## config.mk

```make
export PLATFORM = sky130hd
export DESIGN_NAME = cache_dm_wb_param
export DESIGN_NICKNAME = d
export VERILOG_FILES = /design/src/rtl/cache_dm_wb_param.sv
export SDC_FILE = /design/constraint.sdc
export NUM_CORES = 2
export LEC_CHECK = 0
export BUFFER_PORTS_ARGS = -buffer_cell sky130_fd_sc_hd__buf_4
export CAP_MARGIN = 20
export CELL_PAD_IN_SITES_DETAIL_PLACEMENT = 1
export CELL_PAD_IN_SITES_GLOBAL_PLACEMENT = 1
export CORE_ASPECT_RATIO = 1.4
export CORE_MARGIN = 2
export CORE_UTILIZATION = 45
export DETAILED_ROUTE_END_ITERATION = 16
export GPL_TIMING_DRIVEN = 0
export PLACE_DENSITY = 0.65
export SYNTH_ARGS = -nofsm -noshare
export SYNTH_HDL_FRONTEND = slang
export SYNTH_MEMORY_MAX_BITS = 65536
export SYNTH_SLANG_ARGS = --single-unit
```

## constraint.sdc

```tcl
create_clock -name clk -period 12.5 [get_ports clk]
set_clock_uncertainty 0.05 [all_clocks]
set_input_delay 1.875 -clock clk [delete_from_list [all_inputs] [get_ports clk]]
set_output_delay 1.875 -clock clk [all_outputs]
set_load 0.02 [all_outputs]
```

## src/rtl/cache_dm_wb_param.sv

```systemverilog
// Direct-mapped, write-back, write-allocate data cache with configurable line
// length, burst refill/writeback over a single-word RAM port, and hit/miss counters.
module cache_dm_wb_param #(
    parameter int ADDR_WIDTH = 32,
    parameter int DATA_WIDTH = 32,
    parameter int LINE_WORDS = 4,
    parameter int NUM_LINES  = 32
) (
    input  logic                    clk,
    input  logic                    rst,
    input  logic [ADDR_WIDTH-1:0]   cache_req_addr,
    input  logic [DATA_WIDTH-1:0]   cache_req_data,
    input  logic [DATA_WIDTH/8-1:0] cache_req_wstrb,
    input  logic                    cache_req_wen,
    input  logic                    cache_req_valid,
    output logic [DATA_WIDTH-1:0]   cache_res_data,
    output logic                    cache_res_stall,
    output logic [ADDR_WIDTH-1:0]   mem_req_addr,
    output logic [DATA_WIDTH-1:0]   mem_req_data,
    output logic                    mem_req_wen,
    output logic                    mem_req_valid,
    input  logic [DATA_WIDTH-1:0]   mem_res_data,
    input  logic                    mem_res_valid,
    output logic [31:0]             hit_count,
    output logic [31:0]             miss_count
);
    localparam int NB = DATA_WIDTH / 8;
    localparam int BO = $clog2(NB);
    localparam int WI = $clog2(LINE_WORDS);
    localparam int LI = $clog2(NUM_LINES);
    localparam int TW = ADDR_WIDTH - LI - WI - BO;
    localparam int CW = (WI > 0) ? WI : 1;
    localparam logic [CW-1:0] LAST_WORD = CW'(LINE_WORDS - 1);
    localparam logic [31:0]   CNT_MAX   = 32'hFFFF_FFFF;

    typedef enum logic [1:0] {
        IDLE      = 2'd0,
        WRITEBACK = 2'd1,
        REFILL    = 2'd2
    } state_e;

    state_e                 state_q, state_d;
    logic [CW-1:0]          cnt_q, cnt_d;
    logic                   gap_q, gap_d;
    logic                   miss_pend_q;
    logic [31:0]            hit_count_q, miss_count_q;
    logic [NUM_LINES-1:0]   valid_q, dirty_q;
    logic [TW-1:0]          tag_q  [NUM_LINES];
    logic [DATA_WIDTH-1:0]  data_q [NUM_LINES][LINE_WORDS];

    logic [TW-1:0]          req_tag_s, line_tag_s;
    logic [LI-1:0]          req_idx_s;
    logic [CW-1:0]          req_word_s;
    logic                   hit_s, idle_hit_s, idle_miss_s;
    logic                   mem_active_s, xfer_s, last_s;

    function automatic logic [DATA_WIDTH-1:0] merge_bytes(
        input logic [DATA_WIDTH-1:0] old_w,
        input logic [DATA_WIDTH-1:0] new_w,
        input logic [NB-1:0]         strb
    );
        logic [DATA_WIDTH-1:0] res;
        res = old_w;
        for (int b = 0; b < NB; b++) begin
            if (strb[b]) begin
                res[8*b +: 8] = new_w[8*b +: 8];
            end else begin
                res[8*b +: 8] = old_w[8*b +: 8];
            end
        end
        return res;
    endfunction

    assign req_tag_s = cache_req_addr[ADDR_WIDTH-1 -: TW];
    assign req_idx_s = cache_req_addr[BO+WI +: LI];

    // A one-word line has no word-select field in the address.
    if (WI > 0) begin : gen_word_sel
        assign req_word_s = cache_req_addr[BO +: CW];
    end else begin : gen_word_zero
        assign req_word_s = '0;
    end

    if (BO > 0) begin : gen_byte_unused
        logic unused_byte_s;
        assign unused_byte_s = ^cache_req_addr[BO-1:0];
    end

    assign hit_s        = valid_q[req_idx_s] && (tag_q[req_idx_s] == req_tag_s);
    assign idle_hit_s   = (state_q == IDLE) && cache_req_valid && hit_s;
    assign idle_miss_s  = (state_q == IDLE) && cache_req_valid && !hit_s;
    assign mem_active_s = (state_q != IDLE) && !gap_q;
    assign xfer_s       = mem_active_s && mem_res_valid;
    assign last_s       = (cnt_q == LAST_WORD);
    assign hit_count    = hit_count_q;
    assign miss_count   = miss_count_q;

    // Next-state logic: burst sequencing over the line with a one-cycle gap per word.
    always_comb begin
        state_d = state_q;
        cnt_d   = cnt_q;
        gap_d   = 1'b0;
        case (state_q)
            IDLE: begin
                if (idle_miss_s) begin
                    cnt_d = '0;
                    if (valid_q[req_idx_s] && dirty_q[req_idx_s]) begin
                        state_d = WRITEBACK;
                    end else begin
                        state_d = REFILL;
                    end
                end else begin
                    state_d = IDLE;
                end
            end
            WRITEBACK, REFILL: begin
                if (xfer_s) begin
                    gap_d = 1'b1;
                    if (last_s) begin
                        cnt_d   = '0;
                        state_d = (state_q == WRITEBACK) ? REFILL : IDLE;
                    end else begin
                        cnt_d = cnt_q + CW'(1);
                    end
                end else begin
                    cnt_d = cnt_q;
                end
            end
            default: begin
                state_d = IDLE;
                cnt_d   = '0;
            end
        endcase
    end

    // Output decode; stall is masked by reset so an abort releases the pipeline at once.
    always_comb begin
        mem_req_valid   = mem_active_s;
        mem_req_wen     = mem_active_s && (state_q == WRITEBACK);
        cache_res_stall = rst && ((state_q != IDLE) || idle_miss_s);
        if (state_q == WRITEBACK) begin
            line_tag_s = tag_q[req_idx_s];
        end else begin
            line_tag_s = req_tag_s;
        end
        mem_req_addr = (ADDR_WIDTH'({line_tag_s, req_idx_s}) << (WI + BO))
                     | (ADDR_WIDTH'(cnt_q) << BO);
        mem_req_data = data_q[req_idx_s][cnt_q];
        if (idle_hit_s) begin
            cache_res_data = data_q[req_idx_s][req_word_s];
        end else begin
            cache_res_data = '0;
        end
    end

    // Control state, line status bits and saturating performance counters.
    always_ff @(posedge clk or negedge rst) begin
        if (!rst) begin
            state_q      <= IDLE;
            cnt_q        <= '0;
            gap_q        <= 1'b0;
            miss_pend_q  <= 1'b0;
            hit_count_q  <= '0;
            miss_count_q <= '0;
            valid_q      <= '0;
            dirty_q      <= '0;
        end else begin
            state_q <= state_d;
            cnt_q   <= cnt_d;
            gap_q   <= gap_d;
            if (idle_hit_s) begin
                if (cache_req_wen) begin
                    dirty_q[req_idx_s] <= 1'b1;
                end
                if (miss_pend_q) begin
                    miss_pend_q <= 1'b0;
                end else if (hit_count_q != CNT_MAX) begin
                    hit_count_q <= hit_count_q + 32'd1;
                end
            end
            if (idle_miss_s) begin
                miss_pend_q <= 1'b1;
                if (miss_count_q != CNT_MAX) begin
                    miss_count_q <= miss_count_q + 32'd1;
                end
            end
            if (xfer_s && last_s) begin
                dirty_q[req_idx_s] <= 1'b0;
                if (state_q == REFILL) begin
                    valid_q[req_idx_s] <= 1'b1;
                end
            end
        end
    end

    // Tag and data arrays; contents are deliberately left unreset.
    always_ff @(posedge clk) begin
        if (idle_hit_s && cache_req_wen) begin
            data_q[req_idx_s][req_word_s] <= merge_bytes(data_q[req_idx_s][req_word_s],
                                                         cache_req_data, cache_req_wstrb);
        end
        if (xfer_s && (state_q == REFILL)) begin
            data_q[req_idx_s][cnt_q] <= mem_res_data;
            if (last_s) begin
                tag_q[req_idx_s] <= req_tag_s;
            end
        end
    end
endmodule

```

Word-level counts from Yosys, hierarchy flattened
Memory sizes are Yosys's and may differ from the RTL's.
Cells that the tools add are included.
Cells by class
  add/subtract/negate cells: 3
  order comparisons: 6
  eq/ne operators: 9
  mux-type cells: 178
  bitwise operators: 136
  reductions and logical operators: 27
Operator list (count)
  $mux 32: 10
  $mux 128: 2
  $mux 1: 140
  $bmux 32 s2: 2
  $demux 32 s2: 2
  $or 1x1->1: 128
  $add 32x1->32 const B: 2
  $mux 8: 8
  $ne 32x32->1 const B: 2
  $or 32x32->32: 2
  $and 32x32->32: 1
  $not 32->32: 1
  $or 32x4->32: 1
  $eq 23x23->1: 1
  $mux 23: 1
  $mux 2: 8
  $logic_and 1x1->1: 15
  $bmux 1 s5: 2
  $pmux 2 s2: 2
  $reduce_and 2->1: 4
  $ge 3x3->1 const B: 2
  $lt 3x1->1 const B: 2
  $lt 5x6->1 const B: 1
  $ne 2x2->1 const B: 3
  13 further kinds: 17
Storage, ports and cells
  flip-flop bits (word level): 134
  memory bits (writable): 4832
  bits of input ports: 105
  word-level logic and storage cells: 369
  memories kept: 2
Memory list
  data_q: depth 32, width 128, read ports 1, clocked after Yosys merged registers in 0, write ports 1, line 49  | logic [DATA_WIDTH-1:0] data_q [NUM_LINES][LINE_WORDS];
  tag_q: depth 32, width 23, read ports 1, clocked after Yosys merged registers in 0, write ports 1, line 48  | logic [TW-1:0] tag_q [NUM_LINES];

Logic depth before layout (Yosys ltp)
  depth in word-level cells: 9
  gate-level depth with buffers: 17

Worst setup path before layout
Ideal clock, no wire load.
  path kind: input port to output port
  start: in cache_req_addr[5]
  end: out cache_res_data[1]
  arrival time: 5092 ps
  required time: 10575 ps
  setup slack: 5483 ps
  cell stages on the path: 14
  path buffers: 9
  cell sequence: buf_2 -> buf_4 -> buf_4 -> buf_2 -> buf_2 -> buf_2 -> clkbuf_1 -> clkbuf_1 -> buf_2 -> mux4_2 -> a22oi_1 -> nand4_1 -> mux4_2 -> nor2b_1
Between the ends
  longest elaborated chain between the ends: 5
RTL lines
  start, declared: line 11  | input logic [ADDR_WIDTH-1:0] cache_req_addr,
  $mem_v2 32x23 (tied with other cells)
  $eq 23x23->1 (tied with other cells): line 89  | assign hit_s = valid_q[req_idx_s] && (tag_q[req_idx_s] == req_tag_s);
  $logic_and 1x1->1 / $mux 32 (equally long branches): line 89, 150
  $logic_and 1x1->1 / $mux 32 (equally long branches): line 90, 150
  $mux 32 *: line 149  | if (idle_hit_s) begin
  end, declared: line 16  | output logic [DATA_WIDTH-1:0] cache_res_data,
Mark *: on every way between the ends. The rest lies on a longest branch, timed or not. The select of a mux whose other input is x is not followed.

Worst setup path after layout
  start: in cache_req_addr[5]
  end: out cache_res_data[22]
Same word-level chain as after synthesis.

==> impl_metrics.yaml <==
route:
  routed_wl_mm: 757
  ant_nets: 0
  drtPass1Iterations: 7
  drc_errors: 0
  via_per_inst: 6.84
  dr_total_vias: 110000
  routedWlPerCell_um: 46.9
  drtIter0Drc: 17900
clock_tree:
  clkLatencyLatePin_ns: 1.07
  cts_tree: "built"
  cts_num_sinks: 4966
  cts-buffers-inserted: 453
  htree_num_levels: 5
  holdBufCountCts: 0
  cts_resized: 0
  cts_buffer_depth: 4
  postCtsSetupRepairBufs: 0
  root_buffer: "clkbuf_16"
  clk_pin_slew_ns: 0.07
die:
  die_area_um2: 430000
  io_pins: 268
  fp.dieW_um: 555
  num_rows: 283
  initial_core_util_pct: 45.1
  coreArea_um2: 423000
  die_h_um: 775
critical_path:
  endpoint_kind: "output port"
  crit_type: "primary input to output port"
  cp_max_fo: 10
  worstPathArrival_ns: 9.13
  r2r_slack_ns: 5.42
  start_kind: "primary input"
  required_ns: 10.57
final_layout:
  area_growth_syn_to_layout_pct: 19.2
  drive_above_1_share_pct: 30.3
  nets: 10200
  fin_cells: 16100
  design_area_um2: 228000
pwr:
  total_power_mw: 37.2
  irDropWorstVdd_uv: 149
  leakage_nw: 72.6
  powerDensity_nw_per_um2: 163
yosys:
  yosys.cell_types.count: 60
  synth-edff-count: 4832
  synth_ff_type: "edfxtp_1"
  synth_area_per_cell_um2: 21.6
  ys_seq_area_share_pct: 77.7
  netlist_instances: 8850
  synth_warnings: 0
  async_flop_share_pct: 2.70
  syn-cell-area_um2: 191000
  ys_seq_elements: 4966
timing:
  drv_slew: 0
  fin_crit_sh_pct: 88.5
  worst_slack_ns: 1.44
  setup_violations: 0
  fin_crit_ns: 11.06
  hold_viol: 0
  rsz0062_at_grt: "no"
  worstMarginPinSlew_ns: 1.39
  max_slew_margin_pct: 7.28
  fmax_mhz: 90.4
place:
  place_inst: 15200
  dp_hpwl_mm: 523
  dpl_cell_area_um2: 212000
  port_buffers: 257
  pre_cts_ws_ns: 1.73
  routabilityCongestion: 0.955
global_route:
  grt_use_total_pct: 34.9
  grt_pass1_vias: 110000
  grt_pass1_wl_mm: 998
  grt-ovfl-total: 0
  antenna_found_initial: 54
  grt_start_max_net_pins: 75
flow_run:
  drv_cap: 0
run_status:
  outcome: "finished, final reports clean"
min_path:
  hp-class: "register to register"
## cell type report
type	instances	area, um2
Fill cell	36400	196000
Sequential cell	4966	148000
Multi-Input combinational cell	3336	42200
Timing Repair Buffer	804	12300
Clock buffer	547	12000
Tap cell	5557	6950
Clock inverter	298	3150
Buffer	534	2380
Antenna cell	79	198
Inverter	15	56.3
## metal layers
metal  vias up  global-route usage, %  part of all wire (%)
li1      40200                      -                     -
met1     59000                   40.0                    32
met2      8877                   54.3                    47
met3      2275                   12.0                    12
met4        33                   25.4                   8.8
met5         -                   1.12                  0.13
## worst max-delay path, stage by stage
cell	delay, ns
buf_2	0.22
buf_4	0.28
buf_4	0.28
buf_2	0.54
buf_2	0.47
buf_2	0.55
clkbuf_1	0.60
clkbuf_2	0.60
buf_12	0.27
buf_2	0.39
mux4_2	0.40
a22oi_1	0.29
nand4_1	0.95
mux4_2	0.89
nor2b_1	0.19
buf_4	0.20
## synth_stat cells, drive strengths merged (68+ instances only)
cell type  number  area share, %
a22oi         520            2.0
buf           243           0.61
clkbuf        291           0.57
dfrtp         134            1.8
edfxtp       4832             76
mux2i         400            2.1
mux4         1104             13
nand2         178           0.35
nand4         159           0.52
nor2          196           0.39
nor2b          68           0.22
o21ai         136           0.36
o22ai         185           0.61
## logic make-up after synthesis
family	share of synthesized area, %
multiplexers	15.1
adder cells (fa/ha/maj)	0.0589
XOR/XNOR	0.280
buffers and inverters	1.22
flip-flops	77.7
AND/OR/NAND/NOR	2.27
other	0.00196
AO/OA/AOI/OAI	3.34
## report_power, final
group          total [mW]  internal (mW)  switching [mW]
sequential           19.0           18.9          0.0290
combinational        3.71           1.07            2.65
clock                14.5           8.06            6.46
total                37.2           28.1            9.14
## flip-flops by register name, indices dropped and copies added, names as in the netlist
name         count
data_q        4096
hit_count       32
valid_q         32
miss_pend_q      1
state_q          2
cnt_q            2
miss_count      32
tag_q          736
dirty_q         32
gap_q            1
## final timing paths
kind,from,end,depth (start not counted)
worst max-delay path,cache_req_addr[5],cache_res_data[22],16
worst min-delay path,valid_q[25]$_DFFE_PN0P_,valid_q[25]$_DFFE_PN0P_,1
worst max register to register,tag_q[27][5]$_DFFE_PP_,data_q[20][4]$_DFFE_PP_,15
worst min register to register,valid_q[25]$_DFFE_PN0P_,valid_q[25]$_DFFE_PN0P_,1
max in group asynchronous,rst,valid_q[3]$_DFFE_PN0P_,2
min in group asynchronous,rst,miss_count[8]$_DFFE_PN0P_,1
## placed cells by master, fill, tap and decap left out, drive strengths merged, types with 22 or more instances in the layout
cell / instances
nand3: 37
and3: 47
nor2b: 68
nor4: 50
or2: 33
clkinv: 203
nand2: 178
nand4: 159
edfxtp: 4832
o22a: 32
o21ai: 136
mux2i: 400
a21oi: 26
nor2: 196
clkbuf: 838
a22oi: 520
buf: 1047
diode: 79
dfrtp: 134
mux4: 1104
clkinvlp: 31
xnor2: 59
a31oi: 22
bufinv: 59
o22ai: 185
## stage by stage
| step | hold WS (ns) | setup TNS [ns] | utilization (%) |
|---|---|---|---|
| floorplan | 0.384 | 0 | - |
| detailed placement | 0.405 | 0 | 50.0 |
| global placement | 0.395 | -6720.11 | 47.2 |
| finish | 0.433 | 0 | 53.8 |
| global route | 0.440 | 0 | 53.7 |
| CTS | 0.424 | 0 | 53.5 |
No activity file was read; power rests on OpenSTA's default activity.
